### src/rtl/cla_share_arbiter.sv
// cla_share_arbiter
//   Round-robin arbiter that time-shares one external registered CLA among
//   NUM_REQ requesters. A winner's operands are latched onto the CLA inputs
//   at the grant edge. The result is captured CLA_LATENCY edges later and
//   returned to the winner with a one-cycle done pulse.
//   Optional build macro CLA_SHARE_CHECK_EN adds a sticky result checker
//   (chk_err). When it is undefined, chk_err is tied low.
module cla_share_arbiter #(
    parameter int WIDTH       = 4,
    parameter int NUM_REQ     = 4,
    parameter int CLA_LATENCY = 1
) (
    input  logic                     clk,
    input  logic                     reset,
    input  logic [NUM_REQ-1:0]       req,
    input  logic [NUM_REQ*WIDTH-1:0] req_a,
    input  logic [NUM_REQ*WIDTH-1:0] req_b,
    input  logic [NUM_REQ-1:0]       req_c0,
    output logic [NUM_REQ-1:0]       gnt,
    output logic [NUM_REQ-1:0]       done,
    output logic [WIDTH-1:0]         rsp_s,
    output logic                     rsp_cout,
    output logic                     busy,
    output logic [WIDTH-1:0]         cla_a,
    output logic [WIDTH-1:0]         cla_b,
    output logic                     cla_c0,
    input  logic [WIDTH-1:0]         cla_s,
    input  logic                     cla_cout,
    output logic                     chk_err
);

    localparam int PW = $clog2(NUM_REQ);
    localparam int CW = (CLA_LATENCY > 1) ? $clog2(CLA_LATENCY) : 1;

    typedef enum logic [1:0] {
        IDLE = 2'd0,
        WAIT = 2'd1,
        RESP = 2'd2
    } state_t;

    state_t            state, state_nxt;
    logic [PW-1:0]     rr_ptr;
    logic [PW-1:0]     win;
    logic [PW-1:0]     idx;
    logic              any_req;
    logic [CW-1:0]     cnt;
    logic              grant_fire;
    logic              capture_fire;
    logic [WIDTH-1:0]  sel_a;
    logic [WIDTH-1:0]  sel_b;
    logic              sel_c0;

    // Round-robin search: scan from rr_ptr downwards in priority so the
    // requester closest to rr_ptr is the last (winning) assignment.
    // NOTE: every always_comb output gets a default first so no path leaves it unassigned and infers a latch.
    always_comb begin
        any_req = 1'b0;
        win     = '0;
        idx     = '0;
        for (int k = NUM_REQ - 1; k >= 0; k--) begin
            idx = PW'((int'(rr_ptr) + k) % NUM_REQ);
            if (req[idx]) begin
                any_req = 1'b1;
                win     = idx;
            end
        end
    end

    // Operand mux selecting the winner's slice.
    always_comb begin
        sel_a  = '0;
        sel_b  = '0;
        sel_c0 = 1'b0;
        for (int i = 0; i < NUM_REQ; i++) begin
            if (win == PW'(i)) begin
                sel_a  = req_a[i*WIDTH +: WIDTH];
                sel_b  = req_b[i*WIDTH +: WIDTH];
                sel_c0 = req_c0[i];
            end
        end
    end

    // FSM state register.
    // NOTE: sequential state uses non-blocking (<=) so every flop samples pre-edge values.
    always_ff @(posedge clk or negedge reset) begin
        if (!reset) state <= IDLE;
        else        state <= state_nxt;
    end

    // FSM next-state and one-cycle control strobes.
    always_comb begin
        state_nxt    = state;
        grant_fire   = 1'b0;
        capture_fire = 1'b0;
        case (state)
            IDLE: if (any_req) begin
                grant_fire = 1'b1;
                state_nxt  = WAIT;
            end
            WAIT: if (cnt == '0) begin
                capture_fire = 1'b1;
                state_nxt    = RESP;
            end
            RESP:    state_nxt = IDLE;
            default: state_nxt = IDLE;
        endcase
    end

    // Datapath: grant latching, latency counter, result capture, release.
    always_ff @(posedge clk or negedge reset) begin
        if (!reset) begin
            gnt      <= '0;
            done     <= '0;
            rsp_s    <= '0;
            rsp_cout <= 1'b0;
            cla_a    <= '0;
            cla_b    <= '0;
            cla_c0   <= 1'b0;
            rr_ptr   <= '0;
            cnt      <= '0;
        end else begin
            if (grant_fire) begin
                cla_a  <= sel_a;
                cla_b  <= sel_b;
                cla_c0 <= sel_c0;
                gnt    <= NUM_REQ'(1) << win;
                rr_ptr <= (win == PW'(NUM_REQ - 1)) ? '0 : win + PW'(1);
                cnt    <= CW'(CLA_LATENCY - 1);
            end else if (state == WAIT && !capture_fire) begin
                cnt <= cnt - CW'(1);
            end
            if (capture_fire) begin
                rsp_s    <= cla_s;
                rsp_cout <= cla_cout;
                done     <= gnt;
            end
            if (state == RESP) begin
                done <= '0;
                gnt  <= '0;
            end
        end
    end

    assign busy = (state != IDLE);

`ifdef CLA_SHARE_CHECK_EN
    localparam int SW = WIDTH + 1;
    logic [WIDTH:0] expected;

    // Reference sum latched at grant, compared against the CLA at capture.
    always_ff @(posedge clk or negedge reset) begin
        if (!reset) begin
            expected <= '0;
            chk_err  <= 1'b0;
        end else begin
            if (grant_fire)
                expected <= {1'b0, sel_a} + {1'b0, sel_b} + SW'(sel_c0);
            if (capture_fire && ({cla_cout, cla_s} != expected))
                chk_err <= 1'b1;
        end
    end
`else
    assign chk_err = 1'b0;
`endif

endmodule

### config.mk
export PLATFORM = sky130hd
export DESIGN_NAME = cla_share_arbiter
export DESIGN_NICKNAME = d
export VERILOG_FILES = /design/src/rtl/cla_share_arbiter.sv
export SDC_FILE = /design/constraint.sdc
export NUM_CORES = 1
export LEC_CHECK = 0
export CORE_AREA = 2 2 89 65
export DETAILED_ROUTE_END_ITERATION = 10
export DIE_AREA = 0 0 91 67
export GPL_ROUTABILITY_DRIVEN = 0
export GPL_TIMING_DRIVEN = 0
export SYNTH_ARGS = -nofsm -noshare
export SYNTH_HDL_FRONTEND = slang
export SYNTH_SLANG_ARGS = --single-unit
### constraint.sdc
create_clock -name clk -period 2.4 [get_ports clk]
set_clock_uncertainty 0.2 [all_clocks]
set_input_delay 0.48 -clock clk [delete_from_list [all_inputs] [get_ports clk]]
set_output_delay 0.48 -clock clk [all_outputs]
set_load 0.05 [all_outputs]
==> results.tsv <==
stage	metric	value	unit
power_and_ir_drop	Sw Pwr	1.67	mW
setup_path	Reg2Reg Depth	11	
setup_path	CP arrival	2.27	ns
power_and_ir_drop	Cell Pwr Density	1360	nW/um^2
clock_tree	Worst-Skew Late Latency	0.27	ns
layout	multi-input logic area	827	um^2
timing	endpoints failing hold	0	
die	core area	5170	um^2
logic_synthesis	fraction of synthesized cell area in xor and xnor cells	0	
drt	wire per inst	14.2	um
logic_synthesis	Post-Synth Simple-Gate Area	0.145	
die	Die X	91	um
logic_synthesis	Post-Synth Adder-Cell Area	0.0326	
die	Starting Density	0.297	
global_routing	number of global-route vias before repair	1435	
logic_synthesis	Seq/Total Area, Yosys	0.440	
logic_synthesis	number of synthesized flops with an enable pin	0	
layout	Area Growth Syn to Fin	63.2	%
logic_synthesis	proportion of synthesized area in mux cells	0.0465	
logic_synthesis	leading area contributor after synthesis	dfrtp_1	
drt	via count	1473	
timing	Peak Freq	434	MHz
clock_tree	Num CTS Buffers	3	
die	row cnt	22	
timing	Finish-stage setup viols	0	
setup_path	critical path class	flop to flop	
setup_path	WP data required	2.36	ns
drt	routed wire length	4.53	mm
power_and_ir_drop	Lkg Pwr	1.05	nW
global_routing	number of antenna violations at the first check in global routing	0	
logic_synthesis	Synth Net Count	216	
setup_path	Crit path max-delay family	compound AO/OA/AOI/OAI gates	
power_and_ir_drop	Logic pwr share	0.684	
logic_synthesis	Top FF cell, synth	dfrtp_1	
clock_tree	Clock Pin Slew Worst Setup and Hold Paths	0.10	ns
hold_path	min-delay worst type	primary input to asynchronous set/reset pin	
setup_path	CP max FO	10	
timing	Worst Tran Pin Value	0.620	ns
drt	1st-iter DRT viols	81	
logic_synthesis	ys async rst share	1.00	
placement	# port buffers	69	
die	Die ar.	6100	um^2
global_routing	All-Layer GR Usage	0.145	
global_routing	largest net degree at the start of global routing	28	
power_and_ir_drop	Clock Power Share	0.079	
outcome	status	finished clean	
power_and_ir_drop	power consumption	3.41	mW
timing	final worst path period share	0.961	
layout	Nets	298	
setup_path	Setup crit start kind	flop	
drt	Final ANT Viol Nets	0	
clock_tree	cts hold-fix bufs	0	
setup_path	Most common cell on crit path	buf_8	
timing	final slew viol count	0	
drt	# DRC	0	
setup_path	slowest cell on the critical path	dfrtp_1	
drt	Vias/cell	4.63	
logic_synthesis	syn avg cell area	9.30	um^2
global_routing	grt total ovfl	0	
power_and_ir_drop	power share of the sequential group	0.238	
logic_synthesis	leading post-synthesis cells by cell area	dfrtp_1, a21oi_1, a22oi_1, nand2_1, mux2_2	
timing	Final min period	2.31	ns
clock_tree	Longest Clk Path Bufs	2	
layout	filler cell count	532	
logic_synthesis	Compound-Gate Fraction of Synth Area	0.259	
clock_tree	CTS tree	yes	
setup_path	crit path cell chain	nand2b_4, nor2b_1, o22a_1, buf_4, ha_2, buf_8, buf_8, a21oi_2, o21ai_1, a22oi_1, a21oi_1	
setup_path	Crit path largest cell delay	0.43	ns
placement	DP Cell Count	306	
timing	max_slew headroom	0.587	
layout	Seq. cell area	677	um^2
logic_synthesis	Post-Syn Area	1540	um^2
layout	fin util	0.484	
die	IO Count	71	
logic_synthesis	main combinational cell family by area after synthesis	compound AO/OA/AOI/OAI gates	
logic_synthesis	Yosys warning count	0	
layout	fin cells	318	
placement	DP HPWL	3.25	mm
power_and_ir_drop	peak supply drop	0.539	mV
logic_synthesis	synthesized instance count	165	
power_and_ir_drop	Pint	1.74	mW
clock_tree	Root Buffer	clkbuf_8	
logic_synthesis	Cell variety after synth	34	
clock_tree	clk sink count	27	
setup_path	critical path depth	11	
die	Die H	67	um
layout	share of layout cells above drive strength 1	0.207	
logic_synthesis	post-synthesis register bit count	27	
logic_synthesis	Synth top cells by count	dfrtp_1, nand2_1, a21oi_1	
setup_path	Worst Path Buf+Inv	3	
logic_synthesis	top-count cell post-synth	dfrtp_1	
drt	DRT Pass-1 Iters	4	
setup_path	CP endpoint kind	flop	
clock_tree	H-tree depth	1	
layout	# diodes	0	
global_routing	first-pass GRT wire length	6.98	mm
logic_synthesis	area fraction of the dominant cell type after synthesis	0.440	
flow_run	Max-Cap Viols	0	
power_and_ir_drop	Sw Share	0.489	
[power groups by stage]
stage | clock [mW] | combinational, mW | sequential (mW)
finish | 0.268 | 2.33 | 0.810
global route | 0.293 | 2.49 | 0.842
CTS | 0.271 | 2.16 | 0.817
detailed placement | 0 | 2.11 | 0.821
global placement | 0 | 2.09 | 0.821
floorplan | 0 | 0.869 | 1.39
[metal layers]
metal	up-vias	global-route usage	wire length (um)
met3	2	0.0464	280
met4	0	0.0114	8
met1	684	0.198	2140
met2	42	0.236	2100
li1	745	-	-
met5	-	0	0
[worst register-to-register path, cell delays in order (launching register included)]
cell	delay (ns)
dfrtp_1	0.43
nand2b_4	0.16
nor2b_1	0.13
o22a_1	0.23
buf_4	0.15
ha_2	0.17
buf_8	0.15
buf_8	0.15
a21oi_2	0.09
o21ai_1	0.09
a22oi_1	0.17
a21oi_1	0.08
[cells by family (layout without fill, tap and decap cells)]
family / Yosys count / in the layout
mux: 6 / 6
buf+inv: 24 / 105
other cells: 1 / 1
fa+ha+maj: 4 / 4
flops: 27 / 27
simple gates: 44 / 44
compound gates: 59 / 59
[state kept, by name, indices dropped and copies added, names as in the netlist]
name,flops
gnt,4
rsp_cout,1
cnt,1
rr_ptr,2
cla_c0,1
done,4
cla_b,4
rsp_s,4
cla_a,4
state,2
[per-stage QoR]
stage	setup slack, ns	hold slack, ns	area [um^2]	setup TNS (ns)
6_report	0.0936	0.00749	2510	0
3_5_place_dp	-1.03	0.296	2320	-12.31
2_1_floorplan	0.00253	-0.0156	1540	0
4_1_cts	-0.0113	0.318	2400	-0.0274
3_3_place_gp	-0.956	0.292	2320	-11.35
5_1_grt	-0.0140	0.0528	2510	-0.0140
[area by class of cell]
type,instances,area share
timing repair buffer,77,0.291
tap,72,0.0359
multi-input combinational,114,0.330
sequential,27,0.270
inverter,14,0.0210
buffer,10,0.0339
clock buffer,4,0.0180
[final timing paths]
check,start,end,slack (ns)
max,rr_ptr[0],cla_a[2],0.09
min,reset,rsp_s[0],0.007
max reg2reg,rr_ptr[0],cla_a[2],0.09
min reg2reg,rsp_s[1],rsp_s[1],0.31
max in group asynchronous,reset,rr_ptr[1],1.55
min in group clk,rsp_s[1],rsp_s[1],0.31
[timing repair]
item                       in CTS  in global routing
resized for setup              13                 30
hold endpoints to repair        0                  0
buffers inserted                3                  5
setup endpoints to repair      15                 10
pin swaps                       2                  6
[cell usage in the layout, fill, tap and decap left out, drive strengths merged]
cell type,n
a22o,5
a22oi,8
conb,1
a211oi,1
nand2b,5
ha,4
or2,1
a221oi,5
dfrtp,27
clkdlybuf4s50,63
nor2b,3
a31oi,5
nor3b,1
dlygate4sd2,1
nor2,16
a21oi,16
nor4,1
mux2,6
and2b,1
a211o,5
a21o,1
o22a,1
buf,16
nand2,16
clkbuf,10
o21ai,11
clkdlybuf4s15,1
inv,14
o22ai,1
Note: power is estimated with default switching activity, not from simulation.
